==> config.mk <==
export PLATFORM = sky130hd
export DESIGN_NAME = mem_arbiter
export DESIGN_NICKNAME = d
export VERILOG_FILES = /design/src/rtl/mem_arbiter.sv
export SDC_FILE = /design/constraint.sdc
export NUM_CORES = 1
export LEC_CHECK = 0
export ABC_AREA = 1
export CORE_MARGIN = 4
export CORE_UTILIZATION = 41
export CTS_CLUSTER_DIAMETER = 150
export DETAILED_ROUTE_END_ITERATION = 12
export MAX_ROUTING_LAYER = met4
export PLACE_DENSITY = 0.91
export REMOVE_ABC_BUFFERS = 1
export SLEW_MARGIN = 20
export SYNTH_ARGS = -nofsm -noshare
export SYNTH_HDL_FRONTEND = slang
export SYNTH_SLANG_ARGS = --single-unit
export TNS_END_PERCENT = 5
==> constraint.sdc <==
create_clock -name Clk -period 1.4 [get_ports Clk]
set_input_delay 0.35 -clock Clk [delete_from_list [all_inputs] [get_ports Clk]]
set_output_delay 0.35 -clock Clk [all_outputs]
set_load 0.02 [all_outputs]
==> src/rtl/mem_arbiter.sv <==
// mem_arbiter: round-robin CPU/DMA arbiter onto a single memory port.
// Optional wait-state timeout with bus error is enabled by defining MEM_ARB_TIMEOUT_EN.
module mem_arbiter #(
    parameter int ADDR_W      = 8,
    parameter int DATA_W      = 8,
    parameter int TIMEOUT_CYC = 16
) (
    input  logic              Clk,
    input  logic              Reset,
    input  logic              cpu_req,
    input  logic              cpu_write,
    input  logic [ADDR_W-1:0] cpu_addr,
    input  logic [DATA_W-1:0] cpu_wdata,
    output logic              cpu_gnt,
    output logic              cpu_ack,
    output logic [DATA_W-1:0] cpu_rdata,
    input  logic              dma_req,
    input  logic              dma_write,
    input  logic [ADDR_W-1:0] dma_addr,
    input  logic [DATA_W-1:0] dma_wdata,
    output logic              dma_gnt,
    output logic              dma_ack,
    output logic [DATA_W-1:0] dma_rdata,
    output logic              mem_en,
    output logic              mem_write,
    output logic [ADDR_W-1:0] mem_addr,
    output logic [DATA_W-1:0] mem_wdata,
    input  logic [DATA_W-1:0] mem_rdata,
    input  logic              mem_ready,
    output logic              bus_err
);
    typedef enum logic [1:0] {IDLE, ACCESS, RESP} state_t;
    state_t state;
    logic last_dma;
    logic sel_dma;
    logic win_dma;
    logic done;
    logic [DATA_W-1:0] rd_val;
    if (TIMEOUT_CYC < 1) begin : g_bad_cfg
        $error("mem_arbiter: TIMEOUT_CYC must be at least 1");
    end
    // On a tie the requester that was not served last wins
    assign win_dma = dma_req && (!cpu_req || !last_dma);
`ifdef MEM_ARB_TIMEOUT_EN
    localparam int CNT_W = $clog2(TIMEOUT_CYC + 1);
    logic [CNT_W-1:0] wait_cnt;
    logic timeout;
    assign timeout = !mem_ready && (wait_cnt == CNT_W'(TIMEOUT_CYC - 1));
    assign done    = mem_ready || timeout;
    assign rd_val  = mem_ready ? mem_rdata : '1;
`else
    assign done    = mem_ready;
    assign rd_val  = mem_rdata;
    assign bus_err = 1'b0;
`endif
    always_ff @(posedge Clk) begin
        if (Reset) begin
            state     <= IDLE;
            last_dma  <= 1'b1;
            sel_dma   <= 1'b0;
            cpu_gnt   <= 1'b0;
            dma_gnt   <= 1'b0;
            cpu_ack   <= 1'b0;
            dma_ack   <= 1'b0;
            mem_en    <= 1'b0;
            mem_write <= 1'b0;
            mem_addr  <= '0;
            mem_wdata <= '0;
            cpu_rdata <= '0;
            dma_rdata <= '0;
`ifdef MEM_ARB_TIMEOUT_EN
            bus_err   <= 1'b0;
            wait_cnt  <= '0;
`endif
        end else begin
            case (state)
                IDLE: begin
                    if (cpu_req || dma_req) begin
                        state     <= ACCESS;
                        sel_dma   <= win_dma;
                        last_dma  <= win_dma;
                        cpu_gnt   <= !win_dma;
                        dma_gnt   <= win_dma;
                        mem_en    <= 1'b1;
                        mem_write <= win_dma ? dma_write : cpu_write;
                        mem_addr  <= win_dma ? dma_addr : cpu_addr;
                        mem_wdata <= win_dma ? dma_wdata : cpu_wdata;
`ifdef MEM_ARB_TIMEOUT_EN
                        wait_cnt  <= '0;
`endif
                    end
                end
                ACCESS: begin
                    if (done) begin
                        state     <= RESP;
                        mem_en    <= 1'b0;
                        mem_write <= 1'b0;
                        cpu_ack   <= !sel_dma;
                        dma_ack   <= sel_dma;
                        if (!mem_write && !sel_dma) cpu_rdata <= rd_val;
                        if (!mem_write && sel_dma) dma_rdata <= rd_val;
`ifdef MEM_ARB_TIMEOUT_EN
                        bus_err   <= !mem_ready;
                    end else begin
                        wait_cnt  <= wait_cnt + 1'b1;
`endif
                    end
                end
                RESP: begin
                    state   <= IDLE;
                    cpu_gnt <= 1'b0;
                    dma_gnt <= 1'b0;
                    cpu_ack <= 1'b0;
                    dma_ack <= 1'b0;
`ifdef MEM_ARB_TIMEOUT_EN
                    bus_err <= 1'b0;
`endif
                end
                default: state <= IDLE;
            endcase
        end
    end
endmodule

==> results of run 1 <==
area by class of cell:
| class | count | area [um2] | area share (%) |
|---|---|---|---|
| clock buffer | 6 | 82.58 | 2.779 |
| sequential | 42 | 840.8 | 28.29 |
| timing repair buffer | 99 | 943.4 | 31.75 |
| multi-input combinational | 191 | 894.6 | 30.11 |
| inverter | 20 | 85.08 | 2.863 |
| clock inverter | 2 | 60.06 | 2.021 |
| tap | 52 | 65.06 | 2.189 |
registers in the layout, summed over array words and instances, names as in the netlist, 2 cells and up:
name,flops
mem_wdata,8
cpu_rdata,8
mem_addr,8
state,2
dma_rdata,8
where the power goes:
part | switching (mW) | internal, mW
Sequential | 0.0484 | 1.28
Combinational | 0.421 | 0.342
Clock | 0.405 | 0.760
final timing paths:
path,end,slack [ps],depth (start not counted)
worst max-delay path,mem_addr[5],50,1
worst min-delay path,mem_wdata[1],460,2
worst min register to register,mem_wdata[1],460,2
worst max register to register,dma_rdata[6],160,7
cells in the mapped netlist (2+ instances only):
library cell / instances / area, um2
nand2_1: 84 / 315.3
dfxtp_1: 42 / 840.8
nor2_1: 34 / 127.6
nand3_1: 22 / 110.1
a21oi_1: 20 / 100.1
inv_1: 14 / 52.55
nand4_1: 10 / 62.56
o21ai_0: 8 / 40.04
buf_4: 5 / 37.54
buf_2: 3 / 15.01
nand2_4: 3 / 33.78
a21oi_2: 2 / 17.52
clkbuf_1: 2 / 7.510
clkinv_1: 2 / 7.510
inv_2: 2 / 7.510
nor2_4: 2 / 22.52
routing by layer:
metal	wire, um	GRT usage [%]	up-vias
met2	3068	33.73	61
li1	-	-	1032
met5	0	-	-
met4	212	9.786	0
met3	230	4.492	21
met1	2177	23.20	932
logic make-up (layout without fill, tap and decap cells):
family | Yosys count | count (layout) | synth area share [%]
and+or+nand+nor | 159 | 159 | 38.26
DFF | 42 | 42 | 44.33
other | 1 | 1 | 0.1977
AOI/OAI and AO/OA | 31 | 31 | 8.708
buffers and inverters | 32 | 127 | 8.510
through the flow:
| step | utilization (%) | TNS (ps) | instance area [um2] | worst slack, ps |
|---|---|---|---|---|
| after floorplan | - | 0 | 1821 | 246.0 |
| after global placement | 64.65 | -4852 | 2854 | -175.4 |
| after detailed placement | 64.65 | -5763 | 2854 | -222.0 |
| after CTS | 66.81 | 0 | 2949 | 29.30 |
| after global routing | 67.32 | 0 | 2972 | 0.6222 |
| final | 67.32 | 0 | 2972 | 48.00 |
what timing repair did:
action                                  in CTS  in global routing
setup buffers                                0                  3
endpoints found under the setup margin      38                  1
gates resized for setup                     38                  0
pin swaps                                    0                  1
==> results_dict.tcl, run 1 <==
set metrics [dict create \
    outcome "complete, no violations" \
    crit_family "buffers and inverters" \
    synth_area_per_cell_um2 7.158 \
    holdWs_ps 461.6 \
    drive_above_1_share_pct 10.56 \
    diodes 0 \
    instances_no_fill 412 \
    arrival_ps 1000 \
    fin_nets 406 \
    cts_hold_buf 0 \
    cts-root-buf "clkbuf_8" \
    async_reset_ff_share_pct 0 \
    worstPathBufferInverterCount 1 \
    grt_overflow 0 \
    grt_pass1_wl_um 9453 \
    die_y_um 76.02 \
    endpoint_kind "primary output" \
    fillCellCount 351 \
    dp_cells 401 \
    ir_drop_v 0.0006781 \
    vias 2046 \
    finClkSkew_ps 6.736 \
    r2r_start "mem_write" \
    max_stage_delay_ps 370 \
    cap_violations 0 \
    coreArea_um2 4414 \
    finalCriticalPeriod_ps 1352 \
    setup_viol 0 \
    grt_max_degree 24 \
    drt_wl_total_um 5689 \
    crit_start "mem_addr[5]" \
    synth_ff_type "dfxtp_1" \
    mostFrequentLayoutCells "84 x nand2_1, 46 x clkdlybuf4s50_1, 42 x dfxtp_1" \
    p_leak_nw 1.468 \
    grt_pass1_vias 1991 \
    dpl.hpwl_um 4208 \
    ys_ff_latch 42 \
    grt_use_total_pct 20.39 \
    critPathKind "reg2out" \
    hold_viol 0 \
    pin_count 86 \
    via_per_inst 4.966 \
    slowest_stage "dlygate4sd2_1" \
    rows 24 \
    clkSlewWorstSetupHoldPaths_ps 70 \
    antenna_left 0 \
    die_area_um2 5778 \
    synth.cell_area_um2 1897 \
    antenna_found_initial 0 \
    htree_num_levels 2 \
    ys_seq_area_share_pct 44.33 \
    cp-start-kind "flop" \
    drc 0 \
    synth_cells 265 \
    area_delta_synth_final_pct 56.66 \
    slew_violations 0 \
    rsz0062_at_grt "false" \
    wire_per_inst_um 13.81 \
    port_buffers 84 \
    dr.pass1.iters 4 \
    layout_commonest_cell "nand2_1" \
    numCtsBuffers 5 \
    hp-class "reg2reg" \
    insertion_delay_ps 290 \
    drt-initial-drc-count 115 \
    worst-path-max-fanout 2 \
    synth_edf_count 0 \
    cts.sinks 42 \
    power.total_mw 3.257 \
    cp.required_ps 1050 \
    synth_cell_types 26 \
    period_share_pct 96.57 \
    die_x_um 76.02 \
    powerDensity_nw_per_um2 1096 \
    path_cells "dlygate4sd2_1" \
    ys_warn_count 0 \
    tritoncts "built" \
    start_util_pct 42.97 \
    gp_congestion 0.7922 \
    hold_start "mem_wdata[1]" \
    cts_buffer_depth 2 \
    fmax_mhz 739.6 \
]
(Power assumes the default switching activity.)
==> run 2, diff against run 1 <==
GPL_TIMING_DRIVEN = 1   (was default)
==> results of run 2 <==
No change in the layout: final DEF, timing and power equal those of run 1.
